**src/rtl/mod100_count_checker_sat_counter.sv**
```systemverilog
// Saturating event counter: increments on inc_i, holds at all-ones.
//   clk, rst_n : clock, async active-low reset
//   inc_i      : count one event this cycle
//   value_o    : current count
module mod100_count_checker_sat_counter #(
  parameter int unsigned W = 8
) (
  input  logic         clk,
  input  logic         rst_n,
  input  logic         inc_i,
  output logic [W-1:0] value_o
);

  logic [W-1:0] value_q;

  always_ff @(posedge clk or negedge rst_n) begin
    if (!rst_n) begin
      value_q <= '0;
    end else if (inc_i && (value_q != {W{1'b1}})) begin
      value_q <= value_q + W'(1);
    end
  end

  assign value_o = value_q;

endmodule

```
**config.mk**
```make
export PLATFORM = sky130hd
export DESIGN_NAME = mod100_count_checker_sat_counter
export DESIGN_NICKNAME = d
export VERILOG_FILES = /design/src/rtl/mod100_count_checker_sat_counter.sv
export SDC_FILE = /design/constraint.sdc
export NUM_CORES = 1
export LEC_CHECK = 0
export BUFFER_PORTS_ARGS = -buffer_cell sky130_fd_sc_hd__buf_4
export CAP_MARGIN = 20
export CORE_UTILIZATION = 25
export CTS_CLUSTER_SIZE = 30
export DETAILED_ROUTE_END_ITERATION = 12
export SETUP_SLACK_MARGIN = 0.3
export SYNTH_ARGS = -nofsm -noshare
export SYNTH_HDL_FRONTEND = slang
export SYNTH_SLANG_ARGS = --single-unit
export TNS_END_PERCENT = 10
```
**constraint.sdc**
```tcl
create_clock -name clk -period 2.38 [get_ports clk]
set_input_delay 0.357 -clock clk [delete_from_list [all_inputs] [get_ports clk]]
set_output_delay 0.357 -clock clk [all_outputs]
set_load 0.01 [all_outputs]
```
==> run metrics, run 1 <==
status=finished clean; RSZ-0062 raised after global routing=false; peak supply drop=0.000432 V; Comb pwr share=40.5%; Cell variety after synth=23; Reg power frac=43.4%; fin crit share=64.3%; endpoints failing hold=0; clock buffer count from CTS=3; setup TNS=0 ps; Post-DP HPWL=602 um; Fin Clk Skew=2.66 ps; diodes inserted=0; IO buf count=10; largest net degree at the start of global routing=9; DRC violations left=0; Via density=5.33; ys async rst share=100%; Overflow after GRT=0; Worst Path Required=2520 ps; Crit Path Class=reg -> reg; Largest register FFs=8; antenna-violating nets left=0; vias=341; Slew headroom=83.3%; net count after synthesis=38; Arr. time, crit path=1670 ps; first-pass GRT wire length=1550 um; Seq. cell area=200 um2; Slowest-stage cell, CP=dfrtp_1; Clk pwr share=16.1%; number of DRC markers in iteration 0=3; CTS Sinks=8; PostCTS Resize Cnt=0; CTS HTree Levels=1; YS warnings=0; worst slew pin tran=251 ps; total track usage=11.7%; fin nets=54; sw frac=38.4%; DRT Wirelength=844 um; max-slew violations=0; hold crit path type=in -> reg; most frequent cells in the layout=buf_4 (10), dfrtp_1 (8), clkbuf_4 (3); Largest stage delay, worst path=420 ps; layout cell share with drive strength beyond 1=39.6%; CP cell instances=ha_1, nand4_1, o21ai_2, mux2_1; buffers and inverters on the worst path=0; FILL cells=165; Max-Cap Viols=0; post-route cell area=536 um2; vias in the first global route=341; # IOs=11; root buf cell=clkbuf_4; Placed Area=503 um2; Power, Total=0.642 mW; Post-Synthesis Cells=34; Die H=42.4 um; CTS tree=built; syn_area_per_cell=12.0 um2; core area=1510 um2; DRT Pass-1 Iters=4; synthesis-stage register bit count=8; area grow syn2layout=31.3%; Worst-path clk slew=50 ps; Seq/Total Area, Yosys=49.1%; highest clock rate=654 MHz; crit-path max FO=5; Internal=0.396 mW; Worst-Skew Late Latency=250 ps; Finish-stage setup viols=0; wire per inst=13.2 um; Initial Util=27.1%; CP top delay family=flip-flops; Cell Area, Synth=408 um2; Post-CTS Setup Inserts=0; Die ar.=1800 um2; maximum buffer depth of the clock tree=2; initial antenna violation count=0; nature of the critical path startpoint=register; gp weighted congestion=0.626; min cycle time layout=1530 ps; # rows=14; most common cell after layout, fill and taps aside=buf_4; CP Capture Type=register; EDFF count, synth=0; multi-input logic area=204 um2; Pwr per Cell Area=1200 nW/um2; ys flop type=dfrtp_1; sw power=0.246 mW; leakage power=0.234 nW; die width=42.4 um
[path summary, 6_finish.rpt]
kind	slack [ps]	from	depth (start not counted)	end
min in group asynchronous	460	rst_n	2	value_o[3]$_DFFE_PN0P_
max in group asynchronous	1790	rst_n	2	value_o[6]$_DFFE_PN0P_
worst max-delay path	850	value_o[0]$_DFFE_PN0P_	4	value_o[1]$_DFFE_PN0P_
worst max register to register	850	value_o[0]$_DFFE_PN0P_	4	value_o[1]$_DFFE_PN0P_
worst min register to register	550	value_o[0]$_DFFE_PN0P_	1	value_o[0]$_DFFE_PN0P_
worst min-delay path	410	inc_i	3	value_o[2]$_DFFE_PN0P_
[what timing repair did]
action / CTS / global route
endpoints found under the hold margin: 8 / 0
setup endpoints to repair: 0 / 0
hold buffers: 1 / 0
[worst min-delay path: stages]
cell and delay (ps):
buf_4 110, a21oi_1 60, nor2_1 90
[cell usage after synthesis (2+ instances only)]
cell type  n  area share (%)
nand3_1    2             2.5
a31oi_1    2             3.1
a21oi_1    2             2.5
a41oi_1    2             4.3
dfrtp_1    8              49
[cells by family after synthesis]
group                      share of synthesized area [%]
AOI/OAI and AO/OA                                   21.2
xor gates and xnor gates                            4.30
adders and majority gates                           3.07
buffers and inverters                              0.919
DFF                                                 49.1
muxes                                               6.44
and+or+nand+nor                                     15.0
[cell type report]
type,instances,area share (%)
inverter,1,0.701
tap,16,3.74
clock buffer,3,4.21
timing repair buffer,11,15.9
sequential,8,37.4
multi-input combinational,25,38.1
[metrics by stage]
step	std cells	util [%]	hold WS (ps)	setup slack, ps
finish	64	35.5	408	850
detailed placement	60	33.4	185	865
CTS	64	35.5	395	841
floorplan	34	-	61.4	943
global route	64	35.5	410	697
global placement	60	33.4	184	912
[metal layers]
layer	global-route usage (%)	vias to the layer above	part of all wire, %
met2	16.6	13	44
met5	0	-	0
li1	-	163	-
met4	3.75	0	0
met1	14.8	165	47
met3	6.90	0	8.6
[power groups by stage]
stage / clock, mW / sequential [mW] / combinational (mW)
global route: 0.115 / 0.294 / 0.286
detailed placement: 0 / 0.283 / 0.259
finish: 0.103 / 0.279 / 0.260
global placement: 0 / 0.277 / 0.259
CTS: 0.111 / 0.282 / 0.262
floorplan: 0 / 0.292 / 0.124
Power figures use the tool's default switching activity.
==> run 2, diff against run 1 <==
==> constraint.sdc (replaced) <==
create_clock -name clk -period 1.4 [get_ports clk]
set_input_delay 0.21 -clock clk [delete_from_list [all_inputs] [get_ports clk]]
set_output_delay 0.21 -clock clk [all_outputs]
set_load 0.01 [all_outputs]
==> run 2 against run 1 <==
Net effect: clock power rose by 67%; sequential share of layout area decreased by 5.1 points; first-iteration DRC count increased by 130%; critical path depth unchanged; clock-buffer cell count did not move; total power is 98% higher; sequential power up 61%; non-clock buffer count grew 9; design area is 16% higher; worst setup slack worse by 740 ps; global-route usage grew 0.20 points; final cell count increased by 14%.
==> run metrics, run 2 (synthesis gave the netlist of run 1 again) <==
CP Capture Type=register; area grow syn2layout=51.8%; Hold Slack=258 ps; initial antenna violation count=0; RSZ-0062 raised after global routing=true; Reg2Reg Setup Slack=110 ps; CTS Sinks=8; Die H=42.4 um; vias in the first global route=358; most frequent cells in the layout=buf_4 (19), dfrtp_1 (8), clkbuf_4 (3); Fin Clk Skew=0.703 ps; Max-Cap Viols=0; first-pass GRT wire length=1580 um; DRC violations left=0; Slowest-stage cell, CP=dfrtp_1; Largest register FFs=8; # IOs=11; multi-input logic area=220 um2; Inst Count DP=67; DRT Pass-1 Iters=4; most common cell after layout, fill and taps aside=buf_4; CTS tree=built; # rows=14; status=finished clean; root buf cell=clkbuf_4; vias=366; nature of the critical path startpoint=register; fin crit share=92.2%; Core Util, Final=41.1%; Worst-path clk slew=50 ps; fin nets=63; core area=1510 um2; antenna-violating nets left=0; Pwr per Cell Area=2050 nW/um2; clock buffer count from CTS=3; hold crit path type=in -> reg; total track usage=11.9%; Seq. cell area=200 um2; worst slew pin tran=221 ps; Worst-Skew Late Latency=250 ps; Slew headroom=85.3%; peak supply drop=0.000832 V; gp weighted congestion=0.794; Die ar.=1800 um2; endpoints failing hold=0; Crit Path Class=reg -> reg; Worst Path Required=1530 ps; largest net degree at the start of global routing=9; Largest stage delay, worst path=390 ps; crit-path max FO=5; diodes inserted=0; Final Non-Filler Cells=73; die width=42.4 um; Overflow after GRT=0; IO buf count=10; DRT Wirelength=946 um; wire per inst=13.0 um; Initial Util=27.1%; buffers and inverters on the worst path=1; min cycle time layout=1290 ps; Post-DP HPWL=662 um; leakage power=0.282 nW; layout cell share with drive strength beyond 1=52.6%; Finish-stage setup viols=0; FILL cells=157; maximum buffer depth of the clock tree=2; Via density=5.01; Power, Total=1.27 mW; CP cell instances=buf_4, and4_4, nand3_2, mux2_4; max-slew violations=0; Arr. time, crit path=1430 ps; CP top delay family=flip-flops; highest clock rate=775 MHz; CTS HTree Levels=1; number of DRC markers in iteration 0=7
run 2: tightest hold or removal path, cell delays in order:
cell and delay, ps:
buf_4 110, a21oi_1 60, nor2_1 80
run 2: layout make-up:
class | count | share of cell area [%]
clock buffer | 3 | 3.64
inverter | 1 | 0.606
multi-input combinational | 25 | 35.6
sequential | 8 | 32.3
tap | 16 | 3.23
timing repair buffer | 20 | 24.6
run 2: through the flow:
stage	cell area, um2	setup slack, ps	TNS (ps)
floorplan	410	-28.8	-28.8
global placement	558	82.1	0
CTS	619	101	0
finish	619	110	0
global route	619	48.7	0
detailed placement	558	61.9	0
run 2: worst paths after layout:
check                                       startpoint                endpoint  depth (start not counted)
worst max-delay path            value_o[0]$_DFFE_PN0P_  value_o[5]$_DFFE_PN0P_                          4
worst min-delay path                             inc_i  value_o[2]$_DFFE_PN0P_                          3
worst max register to register  value_o[0]$_DFFE_PN0P_  value_o[5]$_DFFE_PN0P_                          4
worst min register to register  value_o[4]$_DFFE_PN0P_  value_o[4]$_DFFE_PN0P_                          1
max in group asynchronous                        rst_n  value_o[6]$_DFFE_PN0P_                          2
min in group asynchronous                        rst_n  value_o[3]$_DFFE_PN0P_                          2
run 2: power breakdown:
part,switching [mW],internal [mW],total [mW]
sequential,0.121,0.328,0.450
clock,0.0745,0.0978,0.172
combinational,0.269,0.378,0.647
total,0.465,0.804,1.27
run 2: routing by layer:
metal,global-route usage [%],wire [um]
met1,15.4,446
met2,17.5,435
met3,6.90,64
met4,1.88,0
met5,0,0
run 2: what timing repair did:
action | CTS | global route
pin swaps | 3 | 1
hold buffers | 1 | 0
endpoints found under the setup margin | 11 | 14
hold endpoints to repair | 8 | 0
setup buffers | 2 | 0
gates resized for setup | 2 | 0
==> run 3, diff against run 2 <==
--- a/config.mk
+++ b/config.mk
@@ -7,10 +7,12 @@
 export LEC_CHECK = 0
 export BUFFER_PORTS_ARGS = -buffer_cell sky130_fd_sc_hd__buf_4
 export CAP_MARGIN = 20
-export CORE_UTILIZATION = 25
+export CORE_UTILIZATION = 30
+export CTS_BUF_LIST = sky130_fd_sc_hd__clkbuf_8 sky130_fd_sc_hd__clkbuf_16
 export CTS_CLUSTER_SIZE = 30
 export DETAILED_ROUTE_END_ITERATION = 12
 export SETUP_SLACK_MARGIN = 0.3
+export SLEW_MARGIN = 25
 export SYNTH_ARGS = -nofsm -noshare
 export SYNTH_HDL_FRONTEND = slang
 export SYNTH_SLANG_ARGS = --single-unit
==> run 3 against run 2 <==
Net effect: critical path depth did not move; total power rose by 6.8%; clock skew hardly changed; register-to-register slack hardly changed; sequential share of layout area shrank 0.45 points; via count fell by 1.9%; first-iteration DRC count decreased by 71%; worst hold slack improved by 19 ps; worst setup slack better by 6.9 ps; sequential cell count unchanged; die area is 16% lower; sequential power grew 2%.
==> run metrics, run 3 (synthesis gave the netlist of run 1 again) <==
hold crit path type=in -> reg; fin nets=62; sw power=0.473 mW; CTS tree=built; CTS Sinks=8; GR met2 Demand/Resource=25.0%; layout cell share with drive strength beyond 1=51.8%; FILL cells=105; vias in the first global route=369; Seq. cell area=200 um2; initial antenna violation count=0; antenna-violating nets left=0; Inst Count DP=64; buffers and inverters on the worst path=1; area grow syn2layout=54.0%; Overflow after GRT=0; total track usage=16.3%; Clk pwr share=20.1%; gp weighted congestion=0.787; Final Non-Filler Cells=70; CP top delay family=flip-flops; max-slew violations=0; Power, Total=1.35 mW; diodes inserted=0; CTS HTree Levels=1; Finish-stage setup viols=0; Worst-Skew Late Latency=230 ps; met3 GRT Util=6.94%; Pwr per Cell Area=2160 nW/um2; DRT Pass-1 Iters=3; vias=359; leakage power=0.285 nW; Arr. time, crit path=1390 ps; DRC violations left=0; worst slew pin tran=215 ps; status=finished clean; DRT Wirelength=928 um; Max-Cap Viols=0; IO buf count=10; CP Capture Type=register; first-pass GRT wire length=1570 um; highest clock rate=779 MHz; sw frac=34.9%; largest net degree at the start of global routing=9; # IOs=11; nature of the critical path startpoint=register; Initial Util=34.4%; Fin Clk Skew=0.280 ps; Worst Path Required=1510 ps; most common cell after layout, fill and taps aside=buf_4; Core Util, Final=53.0%; setup TNS=0 ps; Largest stage delay, worst path=380 ps; crit-path max FO=5; Die H=38.9 um; clock buffer count from CTS=3; Largest register FFs=8; min cycle time layout=1280 ps; number of DRC markers in iteration 0=2; Post-DP HPWL=692 um; # rows=12; endpoints failing hold=0; Crit Path Class=reg -> reg; most frequent cells in the layout=buf_4 (18), dfrtp_1 (8), clkbuf_8 (3); Comb pwr share=46.2%; RSZ-0062 raised after global routing=true; Internal=0.881 mW; Slew headroom=85.7%; Die ar.=1510 um2; fin crit share=91.7%; die width=38.9 um; peak supply drop=0.00107 V; multi-input logic area=220 um2; maximum buffer depth of the clock tree=2; Via density=5.13; Reg power frac=33.8%; GR met1 Demand/Resource=19.4%; CP cell instances=buf_4, and4_4, nand3_2, mux2_4; Slowest-stage cell, CP=dfrtp_1; root buf cell=clkbuf_8; Worst-path clk slew=40 ps; core area=1190 um2; wire per inst=13.3 um; grt peak-use layer=met2
run 3: cell count changes in the layout (fill, tap and decap cells not counted):
cell | before | now
clkbuf_4 | 3 | 0
clkbuf_8 | 0 | 3
buf_4 | 19 | 18
run 3: metal layers:
| metal | vias up | routed length, um |
|---|---|---|
| met1 | 166 | 381 |
| met5 | - | 0 |
| met3 | 4 | 45 |
| li1 | 180 | - |
| met2 | 9 | 476 |
| met4 | 0 | 24 |
run 3: cell type report:
cell class | instances | area share, %
clock buffer | 3 | 6.57
multi-input combinational | 25 | 35.1
tap | 14 | 2.79
sequential | 8 | 31.9
timing repair buffer | 19 | 23.1
inverter | 1 | 0.598
run 3: power by group through the flow:
stage                     combinational [mW]  sequential [mW]  clock [mW]
final                                  0.625            0.458       0.272
after global routing                   0.679            0.471       0.296
after CTS                              0.624            0.458       0.281
after detailed placement               0.557            0.448           0
after global placement                 0.536            0.438           0
after floorplan                        0.214            0.498           0
run 3: what timing repair did:
action                                 in CTS  in global routing
hold buffers                                1                  0
pin swaps                                   3                  2
setup endpoints to repair                   8                 12
gates resized for setup                     2                  0
endpoints found under the hold margin       8                  0
buffers inserted                            2                  0
run 3: final timing paths:
| check | slack [ps] | startpoint | to | cells after the start |
|---|---|---|---|---|
| worst max-delay path | 120 | value_o[0]$_DFFE_PN0P_ | value_o[5]$_DFFE_PN0P_ | 4 |
| worst min-delay path | 280 | inc_i | value_o[2]$_DFFE_PN0P_ | 3 |
| worst max register to register | 120 | value_o[0]$_DFFE_PN0P_ | value_o[5]$_DFFE_PN0P_ | 4 |
| worst min register to register | 590 | value_o[4]$_DFFE_PN0P_ | value_o[4]$_DFFE_PN0P_ | 1 |
| max in group asynchronous | 930 | rst_n | value_o[3]$_DFFE_PN0P_ | 2 |
| min in group asynchronous | 340 | rst_n | value_o[7]$_DFFE_PN0P_ | 2 |
run 3: worst min-delay path, delay by kind of cell:
kind / cells / cell delay, ps
AOI/OAI and AO/OA: 1 / 60
buffers and inverters: 1 / 110
and+or+nand+nor: 1 / 80
run 3: through the flow:
step           hold slack [ps]  worst slack (ps)  area, um2
2_1_floorplan            -85.6             -28.8        410
3_3_place_gp              31.1               101        548
3_5_place_dp              36.1              30.9        548
4_1_cts                    279              76.2        628
5_1_grt                    294              54.6        628
6_report                   277               116        628
